`src/rtl/tt_vpu_ovi_load_buf.sv`:
```
// rtl/tt_vpu_ovi_load_buf.sv - OVI load-return buffer splitting 2*VLEN beats into VLEN responses
// Optional zero-latency empty-buffer bypass enabled by defining TT_VPU_LDBUF_BYPASS_EN.
module tt_vpu_ovi_load_buf #(
    parameter int VLEN  = 256,
    parameter int DEPTH = 4,
    parameter int ID_W  = 10
) (
    input  logic                   clk,
    input  logic                   reset_n,
    input  logic                   load_valid,
    input  logic [2*VLEN-1:0]      load_data,
    input  logic                   load_half_only,
    input  logic [ID_W-1:0]        load_seq_id,
    output logic                   load_credit,
    input  logic                   flush,
    output logic                   rd_data_vld,
    output logic [ID_W-1:0]        rd_data_resp_id,
    output logic [VLEN-1:0]        rd_data,
    input  logic                   rd_data_rtr,
    output logic                   overflow_err,
    output logic [$clog2(DEPTH):0] occupancy
);
    localparam int AW  = $clog2(DEPTH);
    localparam int PW  = AW + 1;
    localparam int PW1 = PW + 1;

    logic [2*VLEN-1:0] mem_data [DEPTH];
    logic [ID_W-1:0]   mem_id   [DEPTH];
    logic [DEPTH-1:0]  mem_half;

    logic [AW-1:0] wptr;
    logic [AW-1:0] rptr;
    logic          half_sel;
    logic [PW-1:0] occ;
    logic [PW-1:0] pending;
    logic [PW-1:0] pend_next;
    logic [PW1-1:0] pend_sum;
    logic          ovf;

    logic head_vld;
    logic head_half;
    logic full;
    logic head_free;
    logic half_step;
    logic accept;
    logic store;
    logic drop;
    logic credit_inc;
    logic byp_free;
    logic byp_half;

    assign head_vld  = (occ != '0);
    assign head_half = mem_half[rptr];
    assign full      = (occ == PW'(DEPTH));

    // A half-only beat, or the upper half of a full beat, retires the head slot.
    assign head_free = head_vld && rd_data_rtr && !flush && (half_sel || head_half);
    assign half_step = (head_vld && rd_data_rtr && !flush && !half_sel && !head_half) || byp_half;

`ifdef TT_VPU_LDBUF_BYPASS_EN
    logic byp;
    assign byp      = !head_vld && !half_sel && load_valid && !flush;
    assign byp_free = byp && rd_data_rtr && load_half_only;
    assign byp_half = byp && rd_data_rtr && !load_half_only;
`else
    assign byp_free = 1'b0;
    assign byp_half = 1'b0;
`endif

    assign accept     = load_valid && !flush && (!full || head_free);
    assign store      = accept && !byp_free;
    assign drop       = load_valid && !flush && !accept;
    assign credit_inc = head_free || byp_free;

    always_comb begin
        rd_data_vld     = head_vld;
        rd_data         = '0;
        rd_data_resp_id = '0;
        if (head_vld) begin
            if (half_sel) begin
                rd_data         = mem_data[rptr][2*VLEN-1:VLEN];
                rd_data_resp_id = mem_id[rptr] + ID_W'(1);
            end else begin
                rd_data         = mem_data[rptr][VLEN-1:0];
                rd_data_resp_id = mem_id[rptr];
            end
        end
`ifdef TT_VPU_LDBUF_BYPASS_EN
        if (byp) begin
            rd_data_vld     = 1'b1;
            rd_data         = load_data[VLEN-1:0];
            rd_data_resp_id = load_seq_id;
        end
`endif
    end

    // On flush every still-occupied slot is handed back as a credit.
    always_comb begin
        pend_sum = {1'b0, pending} + {{PW{1'b0}}, credit_inc} - {{PW{1'b0}}, load_credit};
        if (flush) begin
            pend_sum = pend_sum + {1'b0, occ};
        end
        if (pend_sum > PW1'(DEPTH)) begin
            pend_next = PW'(DEPTH);
        end else begin
            pend_next = pend_sum[PW-1:0];
        end
    end

    always_ff @(posedge clk) begin
        if (store) begin
            mem_data[wptr] <= load_data;
            mem_id[wptr]   <= load_seq_id;
            mem_half[wptr] <= load_half_only;
        end
    end

    always_ff @(posedge clk) begin
        if (!reset_n) begin
            wptr     <= '0;
            rptr     <= '0;
            half_sel <= 1'b0;
            occ      <= '0;
            pending  <= '0;
            ovf      <= 1'b0;
        end else begin
            pending <= pend_next;
            if (drop) begin
                ovf <= 1'b1;
            end
            if (flush) begin
                rptr     <= wptr;
                occ      <= '0;
                half_sel <= 1'b0;
            end else begin
                if (store) begin
                    wptr <= wptr + AW'(1);
                end
                if (head_free) begin
                    rptr <= rptr + AW'(1);
                end
                occ <= occ + PW'(store) - PW'(head_free);
                if (head_free) begin
                    half_sel <= 1'b0;
                end else if (half_step) begin
                    half_sel <= 1'b1;
                end
            end
        end
    end

    assign load_credit  = (pending != '0);
    assign overflow_err = ovf;
    assign occupancy    = occ;

endmodule

```
`config.mk`:
```
export PLATFORM = sky130hd
export DESIGN_NAME = tt_vpu_ovi_load_buf
export DESIGN_NICKNAME = d
export VERILOG_FILES = /design/src/rtl/tt_vpu_ovi_load_buf.sv
export SDC_FILE = /design/constraint.sdc
export NUM_CORES = 2
export LEC_CHECK = 0
export BUFFER_PORTS_ARGS = -buffer_cell sky130_fd_sc_hd__buf_2
export CAP_MARGIN = 20
export CORE_ASPECT_RATIO = 0.7
export CORE_MARGIN = 2
export CORE_UTILIZATION = 50
export CTS_CLUSTER_SIZE = 25
export DETAILED_ROUTE_END_ITERATION = 8
export GPL_ROUTABILITY_DRIVEN = 0
export PLACE_DENSITY = 0.75
export SKIP_CTS_REPAIR_TIMING = 1
export SYNTH_ARGS = -nofsm -noshare
export SYNTH_HDL_FRONTEND = slang
export SYNTH_SLANG_ARGS = --single-unit
```
`constraint.sdc`:
```
create_clock -name clk -period 41.9 [get_ports clk]
set_clock_uncertainty 0.05 [all_clocks]
set_input_delay 6.285 -clock clk [delete_from_list [all_inputs] [get_ports clk]]
set_output_delay 6.285 -clock clk [all_outputs]
set_load 0.02 [all_outputs]
```
Word level (Yosys, flattened, before mapping)
Memory sizes are Yosys's and may differ from the RTL's. A register that Yosys moved wholly into a read port is not among the register bits.
Cells that the tools add are included.
Word-level totals
  register bits after elaboration: 16
  bits in writable memories: 2088
  bits of input ports: 528
  output and inout port bits: 272
  logic and storage cells: 67
  memories: 2
Cells by class
  $add $sub $neg: 8
  $lt $le $gt $ge: 4
  equality and inequality tests: 1
  mux-type cells: 19
  bitwise gates (word level): 2
  reduce and logical (&&, ||, !) cells: 23
Memory list
  mem_data: words 4, bits a word 512, rd ports 1, clocked after memory_dff 1, wr ports 1, RTL line 27  | logic [2*VLEN-1:0] mem_data [DEPTH];
  mem_id: words 4, bits a word 10, rd ports 1, clocked after memory_dff 1, wr ports 1, RTL line 28  | logic [ID_W-1:0] mem_id [DEPTH];
Operator list (number)
  $mux 256: 2
  $mux 10: 2
  $mux 2: 6
  $add 10x1->10 const B: 1
  $logic_and 1x1->1: 9
  $lt 2x3->1 const B: 2
  $reduce_bool 3->1: 2
  $logic_not 1->1: 5
  $add 2x1->2 const B: 2
  $add 3x1->4: 1
  $add 4x3->4: 1
  $bwmux 4: 1
  $gt 4x3->1 const B: 1
  $mux 1: 4
  $mux 4: 1
  $reduce_or 2->1: 2
  $sub 4x1->4: 1
  $add 3x1->3: 1
  $eq 3x3->1 const B: 1
  $mux 3: 1
  $reduce_or 3->1: 1
  $sub 3x1->3: 1
  $bmux 1 s2: 1
  $demux 1 s2: 1
  other kinds (5): 7

Logic depth before layout (Yosys ltp)
  word-level depth: 10
  depth in mapped cells: 15

Worst setup path before layout
Ideal clock, no wire load.
  path type: input to register
  start point: input flush
  end point: memory mem_data[0][0] (netlist bit) (enable)
  arrival time: 18.816 ns
  data required time: 40.894 ns
  setup slack: 22.078 ns
  stages: 5
  buffers on the path: 1
  cells stage by stage: clkbuf_1 -> inv_1 -> nand2_1 -> a31oi_4 -> and2_1
Between the ends
  cells in the longest elaborated chain, start to end: 7
  elaborated cells on any way between the ends: 8
  those cells by class: mux (2); reduce/logical (6)
Ends and longest elaborated chain
  start: declaration: RTL line 15  | input logic flush,
  $logic_not 1->1 *: RTL line 57, 70
  $logic_and 1x1->1 (2 in a row): RTL line 57  | assign head_free = head_vld && rd_data_rtr && !flush && (half_sel || head_half);
  $logic_or 1x1->1: RTL line 70  | assign accept = load_valid && !flush && (!full || head_free);
  $logic_and 1x1->1 *: RTL line 70
  $mux 1 *: RTL line 111  | if (store) begin
  $mux 1 (not written as such) *: RTL line 112  | mem_data[wptr] <= load_data;
  end: declaration: RTL line 27
Every way passes the cells marked *; elsewhere a longest branch is shown, timed or not.

==> run_results.csv <==
group,metric,value,unit
worst_setup_path,crit_arrival,5.45,ns
synthesis,yosys_most_used_dff,"edfxtp_1",
flow_run,max_cap_viol_count,0,
synthesis,ys_types,37,
drt,routed-via-count,37600,
clock_tree,clkSinkCount,2106,
clock_tree,h-tree-depth,4,
clock_tree,clkTransAtPathRegs,0.06,ns
layout,syn2layout_area_growth,15.1,%
synthesis,synth_commonest_cells,"edfxtp_1, mux4_2, nor2_1",
drt,ant_nets,0,
place,numPortBuffers,799,
synthesis,syn_inst,3435,
floorplan,initial_core_util,0.502,
sta,drv_slew,0,
power,power.leakage,29.9,nW
worst_setup_path,cpPeakStageDelay,0.84,ns
global_route,grt_max_degree,152,
sta,worst_pin_slew,1.14,ns
sta,fmax,0.0849,GHz
floorplan,core,160000,sq um
status,status,"completed",
global_route,grt_overflow,0,
sta,finalSetupTns,0,ns
worst_setup_path,cp-end-kind,"primary output",
synthesis,synth.most_common_cell,"edfxtp_1",
global_route,grt_pass1_vias,39200,
worst_setup_path,worstPathRequired,35.56,ns
synthesis,yosysTopAreaCell,"edfxtp_1",
synthesis,synth_area,80400,sq um
synthesis,synthesis.nets,3980,
sta,final.period_utilization,0.281,
synthesis,avgSynthCellArea,23.4,sq um
floorplan,die_w,483,um
worst_setup_path,path_class,"flip-flop to primary output",
layout,nets,4844,
floorplan,pin_count,800,
place,place_hpwl,102000,um
power,vdd_ir_drop_max,0.0000413,V
global_route,track_usage,0.206,
drt,route.detailed.drc,0,
worst_setup_path,crit_path_max_fanout,97,
synthesis,yosys_warnings,0,
drt,drt_iter0_markers,3248,
worst_setup_path,setup.worst_path.start_class,"flip-flop",
layout,drive_above_1_share,0.369,
sta,max_slew_margin,0.237,
sta,period_needed,11.78,ns
clock_tree,cts.path.max_buffers,3,
layout,finalNonFillerCells,6612,
drt,viasPerCell,5.69,
layout,fillers,11300,
floorplan,fp.dieH,340,um
synthesis,synth_sequential_area_ratio,0.784,
worst_setup_path,crit_chain,"buf_16 > buf_4 > buf_12 > buf_4 > mux4_2 > mux2i_1 > nor2_1 > buf_2",
sta,finalSetupViolCount,0,
synthesis,synth_area_leaders,"edfxtp_1, mux4_2, mux2i_1",
clock_tree,worstSkewPairLatency,0.82,ns
clock_tree,numCtsBuffers,190,
worst_setup_path,critPathSlowestCell,"buf_4",
synthesis,ys_async_sr_fraction,0,
global_route,grt_first_pass_wirelength,253000,um
drt,postRouteWirelength,171000,um
place,dp_cells,6231,
global_route,antenna_found_initial,93,
sta,rsz0062_at_grt,"false",
synthesis,synth_seq_cells,2106,
synthesis,synth_top_area_frac,0.781,
power,powerDensity,46.9,nW/um^2
synthesis,synth_edf_count,2092,
sta,holdWs,0.418,ns
floorplan,rows,123,
clock_tree,root_buffer,"clkbuf_16",
worst_setup_path,cpMostUsedCell,"buf_4",
worst_hold_path,hp-class,"flip-flop to flip-flop",
drt,wl_per_cell,25.9,um
sta,hold_viol_final,0,
drt,dr.pass1.iters,7,
clock_tree,cts_tree,"done",
floorplan,dieArea,164000,sq um
[placed cells by master, fill, tap and decap left out, types with 14 or more instances in the layout]
| cell type | n |
|---|---|
| nor2_1 | 273 |
| diode_2 | 40 |
| clkbuf_16 | 195 |
| ha_1 | 14 |
| clkinv_2 | 25 |
| buf_2 | 799 |
| mux2i_1 | 259 |
| clkinv_1 | 31 |
| edfxtp_1 | 2092 |
| mux4_2 | 521 |
| buf_4 | 36 |
| clkbuf_1 | 52 |
[path summary, 6_finish.rpt]
check                            start                    endpoint  slack [ns]  cells past startpoint
min          overflow_err$_SDFFE_PN0P_   overflow_err$_SDFFE_PN0P_        0.42                      1
min reg2reg  overflow_err$_SDFFE_PN0P_   overflow_err$_SDFFE_PN0P_        0.42                      1
max reg2reg      half_sel$_SDFFE_PP0P_  mem_data[0][455]$_DFFE_PP_       36.09                      7
max                          flip-flop                rd_data[156]       30.12                      8
[worst max-delay path, delay by kind of cell, from the launching register on]
kind                   cells  cell delay [ns]
and+or+nand+nor            1             0.08
buffers and inverters      5             2.76
muxes                      2             0.85
DFF                        1             0.66
[power breakdown]
group          internal, mW  total (mW)  switching, mW
Combinational         0.125       0.282          0.157
Sequential             2.37        2.38         0.0130
Clock                 0.933        1.68          0.746
[sequential cells by signal (all words and copies together) (netlist names), named ones only]
signal and cells:
mem_data 2048, mem_id 40, mem_half 4, occupancy 3
pending 3, rptr 2, wptr 2, half_sel 1
overflow_err 1
[cell type report]
type | instances | area (sq um) | area share
diodes | 40 | 100 | 0.00108
clock buffers | 248 | 5090 | 0.0550
clock inverters | 92 | 902 | 0.00975
inverters | 13 | 48.8 | 0.000527
multi-input cells | 1140 | 16100 | 0.174
flip-flops and latches | 2106 | 63100 | 0.682
well taps | 2125 | 2660 | 0.0287
repair buffers | 848 | 4540 | 0.0490
[metal layers]
layer	share of wire	vias up	wire, um	global-route usage
li1	-	16100	-	-
met1	0.39	19600	67000	0.271
met2	0.50	1375	85000	0.330
met3	0.083	349	14200	0.0642
met4	0.025	98	4270	0.0670
met5	0.0037	-	625	0
[through the flow]
step / setup WS [ns] / utilization / instance area (sq um) / total power, mW
floorplan: 22.08 / - / 80400 / 2.63
global placement: 30.72 / 0.540 / 86400 / 2.70
detailed placement: 30.65 / 0.540 / 86400 / 2.71
CTS: 29.73 / 0.577 / 92400 / 4.38
global route: 29.58 / 0.578 / 92500 / 4.48
finish: 30.12 / 0.578 / 92600 / 4.34
[logic make-up after synthesis]
family | after synthesis | synth area share
multiplexers | 782 | 0.179
adder cells (fa/ha/maj) | 17 | 0.00292
AND/OR/NAND/NOR | 305 | 0.0150
XOR/XNOR | 17 | 0.00185
AO/OA/AOI/OAI | 19 | 0.00163
flip-flops | 2106 | 0.784
buffers and inverters | 189 | 0.0153
Note: power is estimated with default switching activity, not from simulation.
